$ cat src/rtl/if_id_imm_stage.sv
// IF/ID pipeline register: captures instruction/PC, pre-decodes the immediate format
// and exposes raw immediate slices. Define IF_ID_STALL_CNT_EN to add a saturating stall counter.
module if_id_imm_stage #(
  parameter int unsigned DATA_WIDTH = 32,
  parameter logic [DATA_WIDTH-1:0] NOP_INSTR = 32'h0000_0013
) (
  input  logic                  clk,
  input  logic                  rst,
  input  logic [DATA_WIDTH-1:0] instr_i,
  input  logic [DATA_WIDTH-1:0] pc_i,
  input  logic                  valid_i,
  input  logic                  stall_i,
  input  logic                  flush_i,
  output logic [DATA_WIDTH-1:0] instr_o,
  output logic [DATA_WIDTH-1:0] pc_o,
  output logic [DATA_WIDTH-1:0] pc4_o,
  output logic                  valid_o,
  output logic [11:0]           imm12_i_o,
  output logic [11:0]           imm12_s_o,
  output logic [11:0]           imm12_b_o,
  output logic [19:0]           imm20_u_o,
  output logic [19:0]           imm20_j_o,
  output logic [2:0]            imm_sel_o,
  output logic                  illegal_o
`ifdef IF_ID_STALL_CNT_EN
  ,
  output logic [31:0]           stall_cnt_o
`endif
);

  logic [DATA_WIDTH-1:0] instr_q;
  logic [DATA_WIDTH-1:0] pc_q;
  logic                  valid_q;
  logic [2:0]            imm_sel_q;
  logic                  illegal_q;

  logic [2:0]            imm_sel_d;
  logic                  illegal_d;

  // Format decode happens on the incoming opcode so it lands in the register with the instruction.
  always_comb begin
    imm_sel_d = 3'b010;
    illegal_d = 1'b0;
    unique case (instr_i[6:0])
      7'b0010011, 7'b0000011, 7'b1100111, 7'b1110011: imm_sel_d = 3'b000;
      7'b0100011:                                      imm_sel_d = 3'b001;
      7'b1100011:                                      imm_sel_d = 3'b011;
      7'b0110111, 7'b0010111:                          imm_sel_d = 3'b100;
      7'b1101111:                                      imm_sel_d = 3'b101;
      7'b0110011:                                      imm_sel_d = 3'b010;
      default: begin
        imm_sel_d = 3'b010;
        illegal_d = 1'b1;
      end
    endcase
  end

  always_ff @(posedge clk) begin
    if (rst) begin
      instr_q   <= NOP_INSTR;
      pc_q      <= '0;
      valid_q   <= 1'b0;
      imm_sel_q <= 3'b000;
      illegal_q <= 1'b0;
    end else if (flush_i) begin
      instr_q   <= NOP_INSTR;
      valid_q   <= 1'b0;
      imm_sel_q <= 3'b000;
      illegal_q <= 1'b0;
    end else if (!stall_i) begin
      instr_q   <= valid_i ? instr_i : NOP_INSTR;
      pc_q      <= pc_i;
      valid_q   <= valid_i;
      imm_sel_q <= imm_sel_d;
      illegal_q <= illegal_d & valid_i;
    end
  end

`ifdef IF_ID_STALL_CNT_EN
  logic [31:0] stall_cnt_q;

  always_ff @(posedge clk) begin
    if (rst) begin
      stall_cnt_q <= '0;
    end else if (stall_i && valid_q && !flush_i && (stall_cnt_q != '1)) begin
      stall_cnt_q <= stall_cnt_q + 32'd1;
    end
  end

  assign stall_cnt_o = stall_cnt_q;
`endif

  assign instr_o   = instr_q;
  assign pc_o      = pc_q;
  assign pc4_o     = pc_q + DATA_WIDTH'(4);
  assign valid_o   = valid_q;
  assign imm_sel_o = imm_sel_q;
  assign illegal_o = illegal_q;

  // B and J slices drop bit 0; the sign extender appends the zero.
  assign imm12_i_o = instr_q[31:20];
  assign imm12_s_o = {instr_q[31:25], instr_q[11:7]};
  assign imm12_b_o = {instr_q[31], instr_q[7], instr_q[30:25], instr_q[11:8]};
  assign imm20_u_o = instr_q[31:12];
  assign imm20_j_o = {instr_q[31], instr_q[19:12], instr_q[20], instr_q[30:21]};

endmodule

$ cat config.mk
export PLATFORM = sky130hd
export DESIGN_NAME = if_id_imm_stage
export DESIGN_NICKNAME = d
export VERILOG_FILES = /design/src/rtl/if_id_imm_stage.sv
export SDC_FILE = /design/constraint.sdc
export NUM_CORES = 1
export LEC_CHECK = 0
export CAP_MARGIN = 10
export CORE_AREA = 3 3 116 107
export DETAILED_ROUTE_END_ITERATION = 6
export DIE_AREA = 0 0 119 110
export GPL_TIMING_DRIVEN = 0
export HOLD_SLACK_MARGIN = 0.05
export PLACE_DENSITY_LB_ADDON = 0.12
export SYNTH_ARGS = -nofsm -noshare
export SYNTH_HDL_FRONTEND = slang
export SYNTH_SLANG_ARGS = --single-unit
$ cat constraint.sdc
create_clock -name clk -period 1.9 [get_ports clk]
set_clock_uncertainty 0.05 [all_clocks]
set_input_delay 0.475 -clock clk [delete_from_list [all_inputs] [get_ports clk]]
set_output_delay 0.475 -clock clk [all_outputs]
set_load 0.05 [all_outputs]
==> flow_summary.yaml <==
global_route:
  antenna_found_initial: 0
  gr-usage-met3: 0.0505
  gr-usage-all-layers: 0.184
  maximum_number_of_pins_on_one_net_before_global_route_repair: 12
  met1_track_usage_gr: 0.206
  wire_length_of_the_first_global_routing_pass_um: 19500
  gr-usage-met2: 0.343
  overflow: 0
  vias_in_the_first_global_route: 4022
  grt_most_used_layer: "met2"
placement:
  place.detailed.instances: 844
  globalplace.congestion: 0.799
  port-buffer-count: 244
  detailed_place_hpwl_um: 9820
clocking:
  cts-root-to-sink-buffers: 2
  htreeDepth: 3
  clock_pin_slew_on_the_worst_setup_and_hold_paths_ps: 60
  cts.sinks: 69
  insertion_delay_ps: 320
  cts_made_buffers: 9
  clock_tree.root_cell: "sky130_fd_sc_hd__clkbuf_16"
  cts_tree: "done"
worst_setup_path:
  category_of_the_critical_setup_timing_path: "reg2out"
  worst-path-buf-inv: 2
  cp_slowest_cell: "sky130_fd_sc_hd__dfxtp_4"
  critPathRequiredTime_ps: 1370
  timing.critical_path.from_type: "flip-flop"
  cp_cell_sequence: "nand2_1 > nor3_4 > buf_6 > nand4b_1 > xnor2_4 > buf_6"
  worst-endpoint-arrival_ps: 1950
  max_fanout_on_critical_path: 5
  path_delay_family: "simple AND/OR/NAND/NOR gates"
  slowest_delay_ps: 370
  endpoint_kind: "output pin"
  most_numerous_cell_on_the_critical_path: "sky130_fd_sc_hd__buf_6"
sta:
  rsz_0062_raised_after_global_routing: "true"
  tightestPinTransition_ps: 549
  final.period_utilization: 1.30
  report.final.hold_viol_count: 0
  slew-limit-headroom: 0.635
  final_max_slew_viol_count: 0
  number_of_setup_violations_in_the_final_report: 24
  maximum_clock_rate_mhz: 404
  setup_slack_ps: -577
  setup_total_negative_slack_ps: -11110
  period_needed_ps: 2480
yosys:
  netlist_top_cells_area: "sky130_fd_sc_hd__dfxtp_1, sky130_fd_sc_hd__buf_4, sky130_fd_sc_hd__nand2_1, sky130_fd_sc_hd__a22oi_1, sky130_fd_sc_hd__a21oi_1"
  synth-compound-area-share: 0.134
  synth_area_leader_cell: "sky130_fd_sc_hd__dfxtp_1"
  synth_seq_cells: 69
  avgSynthCellArea_um2: 8.04
  synth_simple_gate_area_share: 0.212
  post_synth_most_frequent_cells: "sky130_fd_sc_hd__nand2_1, sky130_fd_sc_hd__buf_4, sky130_fd_sc_hd__dfxtp_1"
  syn_area_um2: 3570
  synth_edf_count: 0
  post-synth-top-count-cell: "sky130_fd_sc_hd__nand2_1"
  share_of_synthesized_area_spent_on_multiplexers: 0
  yosysWarningCount: 0
  synth_top_area_frac: 0.387
  synthXorXnorAreaFrac: 0.0687
  largest_family_of_logic_cells_by_synthesized_area: "simple AND/OR/NAND/NOR gates"
  synth-adder-area-share: 0.00351
  synth_flop_type: "sky130_fd_sc_hd__dfxtp_1"
  seq_total_area_yosys: 0.387
  async_flop_share: 0
  synthesis.nets: 514
  synthesis.instances: 444
  synth.lib_cells_used.distinct: 36
floorplanning:
  y_dimension_of_the_die_um: 110
  floorplan.die.width_um: 119
  rows: 37
  floorplan.die_area_um2: 13100
  initial_utilization: 0.315
  floorplan.core_area_um2: 11300
  top_level_ports: 246
route:
  wirelength_um: 12800
  routedWlPerCell_um: 14.2
  route.detailed.vias_per_inst: 4.52
  detailedRoute.firstPassIterationCount: 4
  dr_total_vias: 4077
  drc: 0
  detail_route.iter0.violations: 215
  antenna_left: 0
status:
  violations: "negative setup slack"
  outcome: "finished with violations"
finish:
  layout-drive-gt1-share: 0.427
  layout-area-overhead-vs-synth_pct: 109
  antenna_cells: 0
  numnets_final: 810
  layoutNonFillerInstCount: 901
min_path:
  hold_path.class: "reg2reg"
pwr:
  power_leakage_nw: 3.41
  powerDensity_nw_per_um2: 562
  vdd_drop_max_uv: 372
job:
  drv.max_cap_violation_count: 0
[kinds of logic (layout without fill, tap and decap cells)]
| family | after synthesis | count (layout) |
|---|---|---|
| AO/OA/AOI/OAI | 77 | 77 |
| XOR/XNOR | 28 | 28 |
| adder cells (fa/ha/maj) | 1 | 1 |
| buffers and inverters | 106 | 407 |
| flip-flops | 69 | 69 |
| AND/OR/NAND/NOR | 163 | 163 |
[flip-flops by register name, summed over array words and instances, names as in the netlist]
register,flops
instr_o,32
pc_o,32
imm_sel_o,3
illegal_o,1
valid_o,1
[path summary, 6_finish.rpt]
check	end	start	cells past startpoint	slack, ps
setup / recovery	pc4_o[31]	pc_o[3]	6	-580
hold / removal	valid_o	valid_o	2	420
setup reg to reg	pc_o[4]	pc_o[4]	4	1000
hold reg to reg	valid_o	valid_o	2	420
[report_power, final]
part           switching [mW]  internal (mW)  total [mW]  leakage (nW)
sequential             0.0672           1.48        1.55         0.579
combinational           0.629          0.420        1.05          2.70
clock                   0.587          0.999        1.59         0.135
[per-stage QoR]
step                utilization  hold WS (ps)  cell area [um^2]  setup WS [ps]  total power [mW]
floorplan                     -           504              4130           -556              2.22
global placement          0.596           406              6760          -1370              2.62
detailed placement        0.596           410              6760          -1360              2.64
CTS                       0.641           416              7270           -569              4.21
global route              0.657           430              7460           -681              4.35
finish                    0.657           416              7460           -577              4.19
[worst reg2reg max path, stage by stage (launching register included)]
cell and delay (ps):
sky130_fd_sc_hd__dfxtp_4 350, sky130_fd_sc_hd__buf_4 130, sky130_fd_sc_hd__buf_4 130, sky130_fd_sc_hd__nand2_1 50
sky130_fd_sc_hd__a21oi_1 60
[per-layer routing]
layer  share of wire  vias to the layer above
met5               0                        -
met1            0.38                     1886
met4          0.0089                        0
met2            0.54                      174
met3           0.075                        7
li1                -                     2010
[cells in the final DEF (no fill, tap or decap), types with 3 or more instances in the layout]
| cell type | instances |
|---|---|
| sky130_fd_sc_hd__buf_2 | 3 |
| sky130_fd_sc_hd__clkdlybuf4s15_1 | 23 |
| sky130_fd_sc_hd__inv_1 | 4 |
| sky130_fd_sc_hd__dfxtp_4 | 19 |
| sky130_fd_sc_hd__clkbuf_16 | 9 |
| sky130_fd_sc_hd__dlygate4sd2_1 | 63 |
| sky130_fd_sc_hd__nand4_1 | 7 |
| sky130_fd_sc_hd__a21oi_1 | 37 |
| sky130_fd_sc_hd__clkbuf_1 | 14 |
| sky130_fd_sc_hd__buf_6 | 30 |
| sky130_fd_sc_hd__dfxtp_1 | 41 |
| sky130_fd_sc_hd__clkdlybuf4s50_1 | 67 |
| sky130_fd_sc_hd__clkinv_1 | 3 |
| sky130_fd_sc_hd__buf_4 | 115 |
| sky130_fd_sc_hd__clkbuf_2 | 29 |
| sky130_fd_sc_hd__xnor2_2 | 4 |
| sky130_fd_sc_hd__nand3_1 | 4 |
| sky130_fd_sc_hd__and4_4 | 3 |
| sky130_fd_sc_hd__nand2_1 | 76 |
| sky130_fd_sc_hd__xor2_2 | 3 |
| sky130_fd_sc_hd__xor2_4 | 4 |
| sky130_fd_sc_hd__xnor2_4 | 17 |
| sky130_fd_sc_hd__nand3_4 | 8 |
| sky130_fd_sc_hd__o22ai_1 | 3 |
| sky130_fd_sc_hd__clkdlybuf4s15_2 | 42 |
| sky130_fd_sc_hd__nor2_1 | 34 |
| sky130_fd_sc_hd__dfxtp_2 | 9 |
| sky130_fd_sc_hd__a22oi_1 | 30 |
| sky130_fd_sc_hd__nor2_4 | 5 |
[repair_timing]
action                                  in CTS  in global routing
cloned                                       2                  0
hold buffers                                 0                  0
pin swaps                                   20                 17
hold endpoints to repair                     0                  0
gates resized for setup                    455                 97
buffers inserted                            24                 16
endpoints found under the setup margin     207                106
[area by class of cell]
| cell class | instances | area, um^2 |
|---|---|---|
| well taps | 156 | 195 |
| plain buffers | 102 | 702 |
| clock inverters | 6 | 53.8 |
| clock buffers | 10 | 229 |
| fillers | 947 | 3890 |
| multi-input cells | 269 | 2140 |
| flip-flops and latches | 69 | 1460 |
| inverters | 4 | 15.0 |
| repair buffers | 285 | 2660 |
(Power assumes the default switching activity.)
